## src/rtl/manchester_pkg.sv

```systemverilog
// Shared state encoding, constants and line-level helper for the Manchester transmit path.
package manchester_pkg;

   typedef enum logic [1:0] {
      IDLE     = 2'd0,
      PREAMBLE = 2'd1,
      DATA     = 2'd2,
      GAP      = 2'd3
   } state_e;

   localparam logic [7:0] PREAMBLE_BYTE = 8'h55;
   localparam logic       MODE_IEEE     = 1'b0;
   localparam logic       MODE_THOMAS   = 1'b1;

   // Phase 0 is the first half of the bit cell.
   function automatic logic manch_half(input logic bit_v, input logic mode, input logic phase);
      logic ieee_level;
      ieee_level = phase ? bit_v : ~bit_v;
      return (mode == MODE_THOMAS) ? ~ieee_level : ieee_level;
   endfunction

endpackage

```

## src/rtl/manchester_bit_timer.sv

```systemverilog
// Half-bit timer: counts CLK_DIV cycles per half-bit, strobes half_tick on the last
// cycle of each half and reports which half of the bit cell is on the line.
module manchester_bit_timer
   import manchester_pkg::*;
#(
   parameter int CLK_DIV = 4
) (
   input  logic clk,
   input  logic rst,
   input  logic clr,
   input  logic en,
   output logic half_tick,
   output logic phase
);

   localparam logic [7:0] RELOAD = 8'(CLK_DIV - 1);

   logic [7:0] cnt_q, cnt_d;
   logic       phase_q, phase_d;

   always_comb begin
      cnt_d   = cnt_q;
      phase_d = phase_q;
      if (clr) begin
         cnt_d   = RELOAD;
         phase_d = 1'b0;
      end else if (en) begin
         if (cnt_q == 8'd0) begin
            cnt_d   = RELOAD;
            phase_d = ~phase_q;
         end else begin
            cnt_d = cnt_q - 8'd1;
         end
      end
   end

   always_ff @(posedge clk) begin
      if (rst) begin
         cnt_q   <= RELOAD;
         phase_q <= 1'b0;
      end else begin
         cnt_q   <= cnt_d;
         phase_q <= phase_d;
      end
   end

   assign half_tick = en & (cnt_q == 8'd0);
   assign phase     = phase_q;

endmodule

```

## src/rtl/manchester_tx_sched.sv

```systemverilog
// Two-requester round-robin scheduler that frames each byte with 8'h55 preamble bytes and
// serialises it as Manchester half-bits. Define MANCHESTER_PARITY_EN to append an even-parity bit.
module manchester_tx_sched
   import manchester_pkg::*;
#(
   parameter int CLK_DIV      = 4,
   parameter int PREAMBLE_LEN = 2
) (
   input  logic       clk,
   input  logic       rst,
   input  logic       req0_valid,
   input  logic [7:0] req0_data,
   output logic       req0_ready,
   input  logic       req1_valid,
   input  logic [7:0] req1_data,
   output logic       req1_ready,
   input  logic       mode,
   output logic       tx_out,
   output logic       tx_en,
   output logic       busy,
   output logic       grant_id,
   output logic       frame_done
);

   localparam int PRE_BITS = PREAMBLE_LEN * 8;
`ifdef MANCHESTER_PARITY_EN
   localparam int NBITS = PRE_BITS + 9;
`else
   localparam int NBITS = PRE_BITS + 8;
`endif
   localparam int BCW = $clog2((PREAMBLE_LEN + 1) * 8 + 2);

   localparam logic [BCW-1:0] PRE_END  = BCW'(PRE_BITS);
   localparam logic [BCW-1:0] LAST_BIT = BCW'(NBITS - 1);
   localparam logic [BCW-1:0] GAP_LAST = BCW'(1);

   state_e         state_q, state_d;
   logic [BCW-1:0] bit_idx_q, bit_idx_d;
   logic [7:0]     data_q, data_d;
   logic           mode_q, mode_d;
   logic           grant_q, grant_d;
   logic           last_q, last_d;

   logic sel0, sel1, accept;
   logic half_tick, phase, bit_end;
   logic cur_bit, active, timer_en;

   assign timer_en = (state_q != IDLE);

   manchester_bit_timer #(
      .CLK_DIV (CLK_DIV)
   ) u_timer (
      .clk       (clk),
      .rst       (rst),
      .clr       (accept),
      .en        (timer_en),
      .half_tick (half_tick),
      .phase     (phase)
   );

   assign bit_end = half_tick & phase;

   // last_q holds the most recent winner; on a tie the other requester goes next.
   always_comb begin
      sel0       = req0_valid & (~req1_valid | last_q);
      sel1       = req1_valid & (~req0_valid | ~last_q);
      req0_ready = (state_q == IDLE) & sel0;
      req1_ready = (state_q == IDLE) & sel1;
      accept     = req0_ready | req1_ready;
   end

   // Preamble and data both start on a byte boundary, so the low index bits pick the bit.
   always_comb begin
      cur_bit = data_q[3'd7 - bit_idx_q[2:0]];
      if (state_q == PREAMBLE) begin
         cur_bit = PREAMBLE_BYTE[3'd7 - bit_idx_q[2:0]];
      end
`ifdef MANCHESTER_PARITY_EN
      else if (bit_idx_q == LAST_BIT) begin
         cur_bit = ^data_q;
      end
`endif
   end

   always_comb begin
      state_d    = state_q;
      bit_idx_d  = bit_idx_q;
      data_d     = data_q;
      mode_d     = mode_q;
      grant_d    = grant_q;
      last_d     = last_q;
      frame_done = 1'b0;
      unique case (state_q)
         IDLE: begin
            if (accept) begin
               state_d   = (PREAMBLE_LEN == 0) ? DATA : PREAMBLE;
               bit_idx_d = '0;
               data_d    = req1_ready ? req1_data : req0_data;
               mode_d    = mode;
               grant_d   = req1_ready;
               last_d    = req1_ready;
            end
         end
         PREAMBLE: begin
            if (bit_end) begin
               bit_idx_d = bit_idx_q + 1'b1;
               if (bit_idx_d == PRE_END) state_d = DATA;
            end
         end
         DATA: begin
            if (bit_end) begin
               if (bit_idx_q == LAST_BIT) begin
                  state_d    = GAP;
                  bit_idx_d  = '0;
                  frame_done = 1'b1;
               end else begin
                  bit_idx_d = bit_idx_q + 1'b1;
               end
            end
         end
         GAP: begin
            // The gap is timed as two idle bit cells on the same half-bit timer.
            if (bit_end) begin
               bit_idx_d = bit_idx_q + 1'b1;
               if (bit_idx_q == GAP_LAST) state_d = IDLE;
            end
         end
         default: state_d = IDLE;
      endcase
   end

   always_ff @(posedge clk) begin
      if (rst) begin
         state_q   <= IDLE;
         bit_idx_q <= '0;
         grant_q   <= 1'b0;
         last_q    <= 1'b1;
      end else begin
         state_q   <= state_d;
         bit_idx_q <= bit_idx_d;
         grant_q   <= grant_d;
         last_q    <= last_d;
      end
   end

   always_ff @(posedge clk) begin
      data_q <= data_d;
      mode_q <= mode_d;
   end

   assign active   = (state_q == PREAMBLE) | (state_q == DATA);
   assign tx_en    = active;
   assign tx_out   = active & manch_half(cur_bit, mode_q, phase);
   assign busy     = (state_q != IDLE);
   assign grant_id = grant_q;

endmodule

```

## config.mk

```make
export PLATFORM = sky130hd
export DESIGN_NAME = manchester_tx_sched
export DESIGN_NICKNAME = d
export VERILOG_FILES = /design/src/rtl/manchester_pkg.sv /design/src/rtl/manchester_bit_timer.sv /design/src/rtl/manchester_tx_sched.sv
export SDC_FILE = /design/constraint.sdc
export NUM_CORES = 1
export LEC_CHECK = 0
export BUFFER_PORTS_ARGS = -buffer_cell sky130_fd_sc_hd__buf_2
export CAP_MARGIN = 20
export CORE_ASPECT_RATIO = 1.75
export CORE_MARGIN = 2
export CORE_UTILIZATION = 55
export CTS_CLUSTER_SIZE = 12
export DETAILED_ROUTE_END_ITERATION = 12
export GPL_TIMING_DRIVEN = 0
export PLACE_DENSITY_LB_ADDON = 0.05
export SETUP_SLACK_MARGIN = 0.1
export SLEW_MARGIN = 10
export SYNTH_ARGS = -nofsm -noshare
export SYNTH_HDL_FRONTEND = slang
export SYNTH_SLANG_ARGS = --single-unit
```

## constraint.sdc

```tcl
create_clock -name clk -period 2.8 [get_ports clk]
set_input_delay 0.42 -clock clk [delete_from_list [all_inputs] [get_ports clk]]
set_output_delay 0.42 -clock clk [all_outputs]
set_load 0.02 [all_outputs]
```

# After elaboration in Yosys (flattened, before gate mapping)

Memories as Yosys holds them, arrays and structs flattened.
Index checks and enable logic that the tools add are counted.

Bits of input ports: 21
Flip-flop bits (word level): 27
Memories kept: 1
Output and inout bits: 7
Bits in read-only memories: 8
Logic and storage cells: 77

$lt $le $gt $ge: 1
Multiplexer cells: 24
Equal/unequal tests: 14
Reduce and logical (&&, ||, !) cells: 9
Add/subtract/negate cells: 3
Bitwise operators: 17

Memory list:

| memory          | words | width | rd ports | clocked after memory_dff | write ports | line                      | RTL |
|---|---|---|---|---|---|---|---|
| (no name shown) | 8     | 1     | 1        | 0                        | 0           | manchester_tx_sched.sv:76 | `cur_bit = PREAMBLE_BYTE[3'd7 - bit_idx_q[2:0]];` |

Operator list:

| kind                                                  | count |
|---|---|
| 2-to-1 mux 5 bit                                      | 4 |
| 2-to-1 mux 8 bit                                      | 2 |
| one-hot mux 5 bit (3 select lines)                    | 1 |
| 2-to-1 mux 2 bit                                      | 7 |
| inequality test 2 bit, second input constant          | 6 |
| equality test 5 bit, second input constant            | 2 |
| zero test 8 bit                                       | 1 |
| 2-to-1 mux 1 bit                                      | 8 |
| one-hot mux 2 bit (4 select lines)                    | 1 |
| subtractor 8 x 1 -> 8 bit, second input constant      | 1 |
| AND 1 bit                                             | 7 |
| AND reduction 7 bit                                   | 1 |
| NOT 1 bit                                             | 6 |
| adder 5 x 1 -> 5 bit, second input constant           | 1 |
| equality test 5 x 1 -> 1 bit, second input constant   | 1 |
| equality test 2 bit, second input constant            | 2 |
| < comparator 3 x 4 -> 1 bit, second input constant    | 1 |
| inequality test 2 x 1 -> 1 bit, second input constant | 2 |
| OR 1 bit                                              | 4 |
| AND reduction 2 bit                                   | 2 |
| OR reduction 2 bit                                    | 2 |
| binary-select mux 1 bit (select 3 bit)                | 1 |
| AND reduction 3 bit                                   | 1 |
| subtractor 3 bit, first input constant                | 1 |
| other kinds (3)                                       | 3 |

# Depth between registers and ports, before layout

Depth after elaboration: 9
Depth in mapped cells: 8
Depth with buffers taken out: 7

# Cells and area by module

Synthesis repeated with hierarchy kept, for this count alone.

Cell total of the unflattened synthesis: 174
Area, all modules: 1550.2 sq um

By module, submodules not included:

| module               | instances | area an instance (sq um) | cells each | seq. area each (sq um) |
|---|---|---|---|---|
| manchester_tx_sched  | 1         | 1132.3                   | 127        | 450.4 |
| manchester_bit_timer | 1         | 417.9                    | 47         | 180.2 |

# Worst setup path after synthesis

OpenSTA, ideal clock, no wires.

Path kind: register -> register
From: reg state_q[0]
To: reg state_q[1]
Path slack: 0.508 ns
Library setup time: 0.070 ns
Clock period less this slack: 2.292 ns
Data arrival time: 2.221 ns
Stages on the path, launching flop included: 9
Cells stage by stage: dfxtp_1 > inv_1 > ha_1 > inv_1 > nor2_2 > o21bai_4 > buf_6 > or4b_1 > a21oi_1

Cells in the longest elaborated chain, start to end: 5

RTL lines:

| element                         | line                       | RTL |
|---|---|---|
| start, declared                 | manchester_tx_sched.sv:37  | `state_e state_q, state_d;` |
| start signal, assigned          | manchester_tx_sched.sv:139 | `state_q <= state_d;` |
| nonzero test 2 bit *            | n/a                        |  |
| via busy                        | manchester_tx_sched.sv:20  | `output logic busy,` |
| AND 1 bit *                     | manchester_bit_timer.sv:47 | `assign half_tick = en & (cnt_q == 8'd0);` |
| AND 1 bit *                     | manchester_tx_sched.sv:61  | `assign bit_end = half_tick & phase;` |
| inequality test 2 bit (no line) | n/a                        |  |
| AND reduction 7 bit (no line) * | n/a                        |  |

The timed path passes the listed nets; every way through them passes the cells marked *.
A chain may end at the register's enable or synchronous reset.

# Worst setup path in the final report

From: reg bit_idx_q[1]
To: out tx_out

Cells in the longest elaborated chain, start to end: 9

RTL lines:

| element                                                                                  | line                                                 | RTL |
|---|---|---|
| start, declared                                                                          | manchester_tx_sched.sv:38                            | `logic [BCW-1:0] bit_idx_q, bit_idx_d;` |
| start signal, assigned                                                                   | manchester_tx_sched.sv:140                           | `bit_idx_q <= bit_idx_d;` |
| subtractor 3 bit *                                                                       | manchester_tx_sched.sv:74, manchester_tx_sched.sv:76 |  |
| memory read (8 x 1 bit) / binary-select mux 1 bit (select 3 bit) (equally long branches) | n/a                                                  |  |
| 2-to-1 mux 1 bit, on equally long branches                                               | manchester_tx_sched.sv:76, manchester_tx_sched.sv:74 |  |
| 2-to-1 mux 1 bit *                                                                       | manchester_tx_sched.sv:75                            | `if (state_q == PREAMBLE) begin` |
| NOT 1 bit                                                                                | manchester_pkg.sv:18                                 | `ieee_level = phase ? bit_v : ~bit_v;` |
| 2-to-1 mux 1 bit *                                                                       | manchester_pkg.sv:18                                 |  |
| NOT 1 bit                                                                                | manchester_pkg.sv:19                                 | `return (mode == MODE_THOMAS) ? ~ieee_level : ieee_level;` |
| 2-to-1 mux 1 bit *                                                                       | manchester_pkg.sv:19                                 |  |
| AND 1 bit *                                                                              | manchester_tx_sched.sv:153                           | `assign tx_out = active & manch_half(cur_bit, mode_q, phase);` |
| end, declared                                                                            | manchester_tx_sched.sv:18                            | `output logic tx_out,` |

Mark *: on every way between the ends. The rest lies on a longest branch, timed or not. The select of a mux whose other input is x is not followed.

==> metrics <==
CTS H-tree lvls=1; max incr delay on CP=0.54 ns; share of cells above drive strength 1=20.2%; share of flip-flops with an asynchronous set or reset=0%; Critical Path Source=bit_idx_q[1]$_SDFFE_PP0P_; Synth Area per Inst=8.94 um^2; crit path DAT=2.08 ns; number of I/O port buffers=27; Routed WL=3.24 mm; total negative slack=0 ns; maximum vdd drop=492 uV; Leak=0.760 nW; global placer's final weighted congestion=0.856; EDFF count, synth=9; row cnt=25; vias in the first global route=1,232; clk root buf=clkbuf_8; Core Footprint=2690 um^2; type of the worst setup path=flip-flop to output pin; synthesized net count=202; Setup Skew=0.00627 ns; I/O Pins=28; die height=74.0 um; cts bufs inserted=3; Sw Ratio=41.1%; post-route insts no fill=230; largest net degree at the start of global routing=15; dpl cell area=1710 um^2; commonest non-fill, non-tap cells in the layout=nand2_1 (36), buf_2 (28), dfxtp_1 (18), nor2_1 (12); Worst-Skew Late Latency=0.27 ns; Post-Synthesis Cell Area=1540 um^2; delay-heaviest family, CP=multiplexers; commonest non-fill, non-tap cell in the layout=nand2_1; post-synth cell types=42; Max Buffers Root-to-Sink=2; Pre-antenna DRT Iters=4; antenna fix cells=0; antenna viol nets, final=0; Reg2Reg Setup Slack=0.39 ns; dpl cells=226; P_sw=0.000643 W; outcome=finished clean; Clock Pin Slew Worst Setup and Hold Paths=0.09 ns; drt drc=0; Initial Util=57.2%; antenna violations before repair=0; GRT overflow=0; Vias/cell=5.68; share of power burned in registers=36.3%; gr usage total=21.7%; flops & latches, synth=27; Clock power frac=14.0%; Hold Buf Count CTS=0; endpoint class of the critical path=output pin; number of DRC markers in iteration 0=16; Peak Freq=400 MHz; Max Cap Violations=0; hold crit path type=input port to flip-flop; RSZ-0062 raised after global routing=no; Die X=44.0 um; area grow syn2layout=14.6%; Startpoint Class=flip-flop; wire length per cell=14.1 um; Fin Hold WS=0.324 ns; Setup crit end=tx_out; Crit. path cell count=6; critical path buffer and inverter count=2; Critical Path RT=2.38 ns; dpl hpwl=2.55 mm; CTS tree=done; worst r2r path cells=8; Comb power frac=49.8%; Worst R2R Start=state_q[0]$_SDFFE_PP0P_; period utilization=89.2%; Slew Limit Fails=0; DR vias=1,307; Worst Tran Pin Value=0.488 ns; Synth Flop Type=dfxtp_1; CP max stage cell=mux4_2; Final setup viols=0; # nets final=234; worst-path fanout max=7; FF-to-FF End=state_q[1]$_SDFFE_PP0P_; CP cell instances=clkbuf_1, mux4_2, o21ai_1, a21oi_1, and3b_1, buf_2; Mapped Cells=172; Final Util=65.5%; global-route wire length before repair=5.30 mm; CTS sink cnt=27; Max-Slew Margin vs Limit=67.0%; DIE AREA=3250 um^2; Fill cells=228; pwr/cell area=886 nW/um^2; post-layout min period=2.50 ns; sequential-to-total area share from yosys stat=41.0%; Design Area, Final=1760 um^2; P_int=0.000919 W; Post-CTS Setup Inserts=0; final hold violation count=0; synth warn=0
## per-layer routing
layer	share of wire (%)	global-route usage, %	vias to the layer above	wire length (um)
li1	-	-	666	-
met1	41	25.9	589	1320
met2	53	38.6	42	1730
met3	3.3	2.18	10	107
met4	2.4	9.43	0	79
met5	0	0	-	0
## sequential cells by signal, indices dropped and copies added (netlist names)
register	cells
data_q	8
u_timer.cnt_q	8
bit_idx_q	5
state_q	2
grant_id	1
last_q	1
mode_q	1
u_timer.phase	1
## timing repair
action	4_1_cts	5_1_grt
endpoints found under the hold margin	0	0
endpoints found under the setup margin	1	2
gates resized for setup	1	2
## per-stage QoR
step                setup slack, ns  total power (W)
CTS                           0.203          0.00156
finish                        0.302          0.00156
global route                  0.143          0.00167
detailed placement            0.248          0.00134
global placement              0.287          0.00130
floorplan                     0.508          0.00114
## synthesized netlist by cell type (3+ instances only)
cell type	instances	area, um^2
xnor2_1	4	35.0
clkbuf_1	3	11.3
a21oi_1	9	45.0
edfxtp_1	9	270
ha_1	9	113
inv_1	9	33.8
dfxtp_1	18	360
nor2_1	12	45.0
nand2_1	36	135
a31oi_1	4	25.0
xor2_1	6	52.6
or3_1	4	25.0
nand3_1	9	45.0
nor3_1	6	30.0
## final cells by class
| cell class | count | area (um^2) | area share, % |
|---|---|---|---|
| Tap cell | 27 | 33.8 | 1.92 |
| Timing Repair Buffer | 27 | 135 | 7.67 |
| Buffer | 5 | 28.8 | 1.63 |
| Multi-Input combinational cell | 130 | 852 | 48.3 |
| Clock buffer | 4 | 45.0 | 2.56 |
| Sequential cell | 27 | 631 | 35.8 |
| Inverter | 10 | 37.5 | 2.13 |
## how the worst min path moves through the flow
stage                                   from                             to  slack (ns)  cells after the start
4_1_cts                                 mode               mode_q$_DFFE_PP_        0.32                      1
3_5_place_dp         state_q[1]$_SDFFE_PP0P_        state_q[1]$_SDFFE_PP0P_        0.52                      2
5_1_grt                                 mode               mode_q$_DFFE_PP_        0.32                      1
6_report                                mode               mode_q$_DFFE_PP_        0.32                      1
2_1_floorplan  u_timer.cnt_q[7]$_SDFFE_PP0N_  u_timer.cnt_q[7]$_SDFFE_PP0N_        0.48                      2
3_3_place_gp         state_q[1]$_SDFFE_PP0P_        state_q[1]$_SDFFE_PP0P_        0.50                      2
## power groups by stage
stage                     Combinational, W  Clock, W  Sequential [W]
final                             0.000777  0.000218        0.000566
after global routing              0.000854  0.000238        0.000578
after CTS                         0.000768  0.000223        0.000568
after detailed placement          0.000760         0        0.000577
after global placement            0.000738         0        0.000566
after floorplan                   0.000580         0        0.000563
## kinds of logic after synthesis
kind of cell               after synthesis  synth area share [%]
and+or+nand+nor                         83                  27.0
buffers and inverters                   15                  4.23
AOI/OAI and AO/OA                       25                  11.1
DFF                                     27                  41.0
adders and majority gates                9                  7.32
xor gates and xnor gates                10                  5.70
muxes                                    3                  3.58
(Power assumes the default switching activity.)
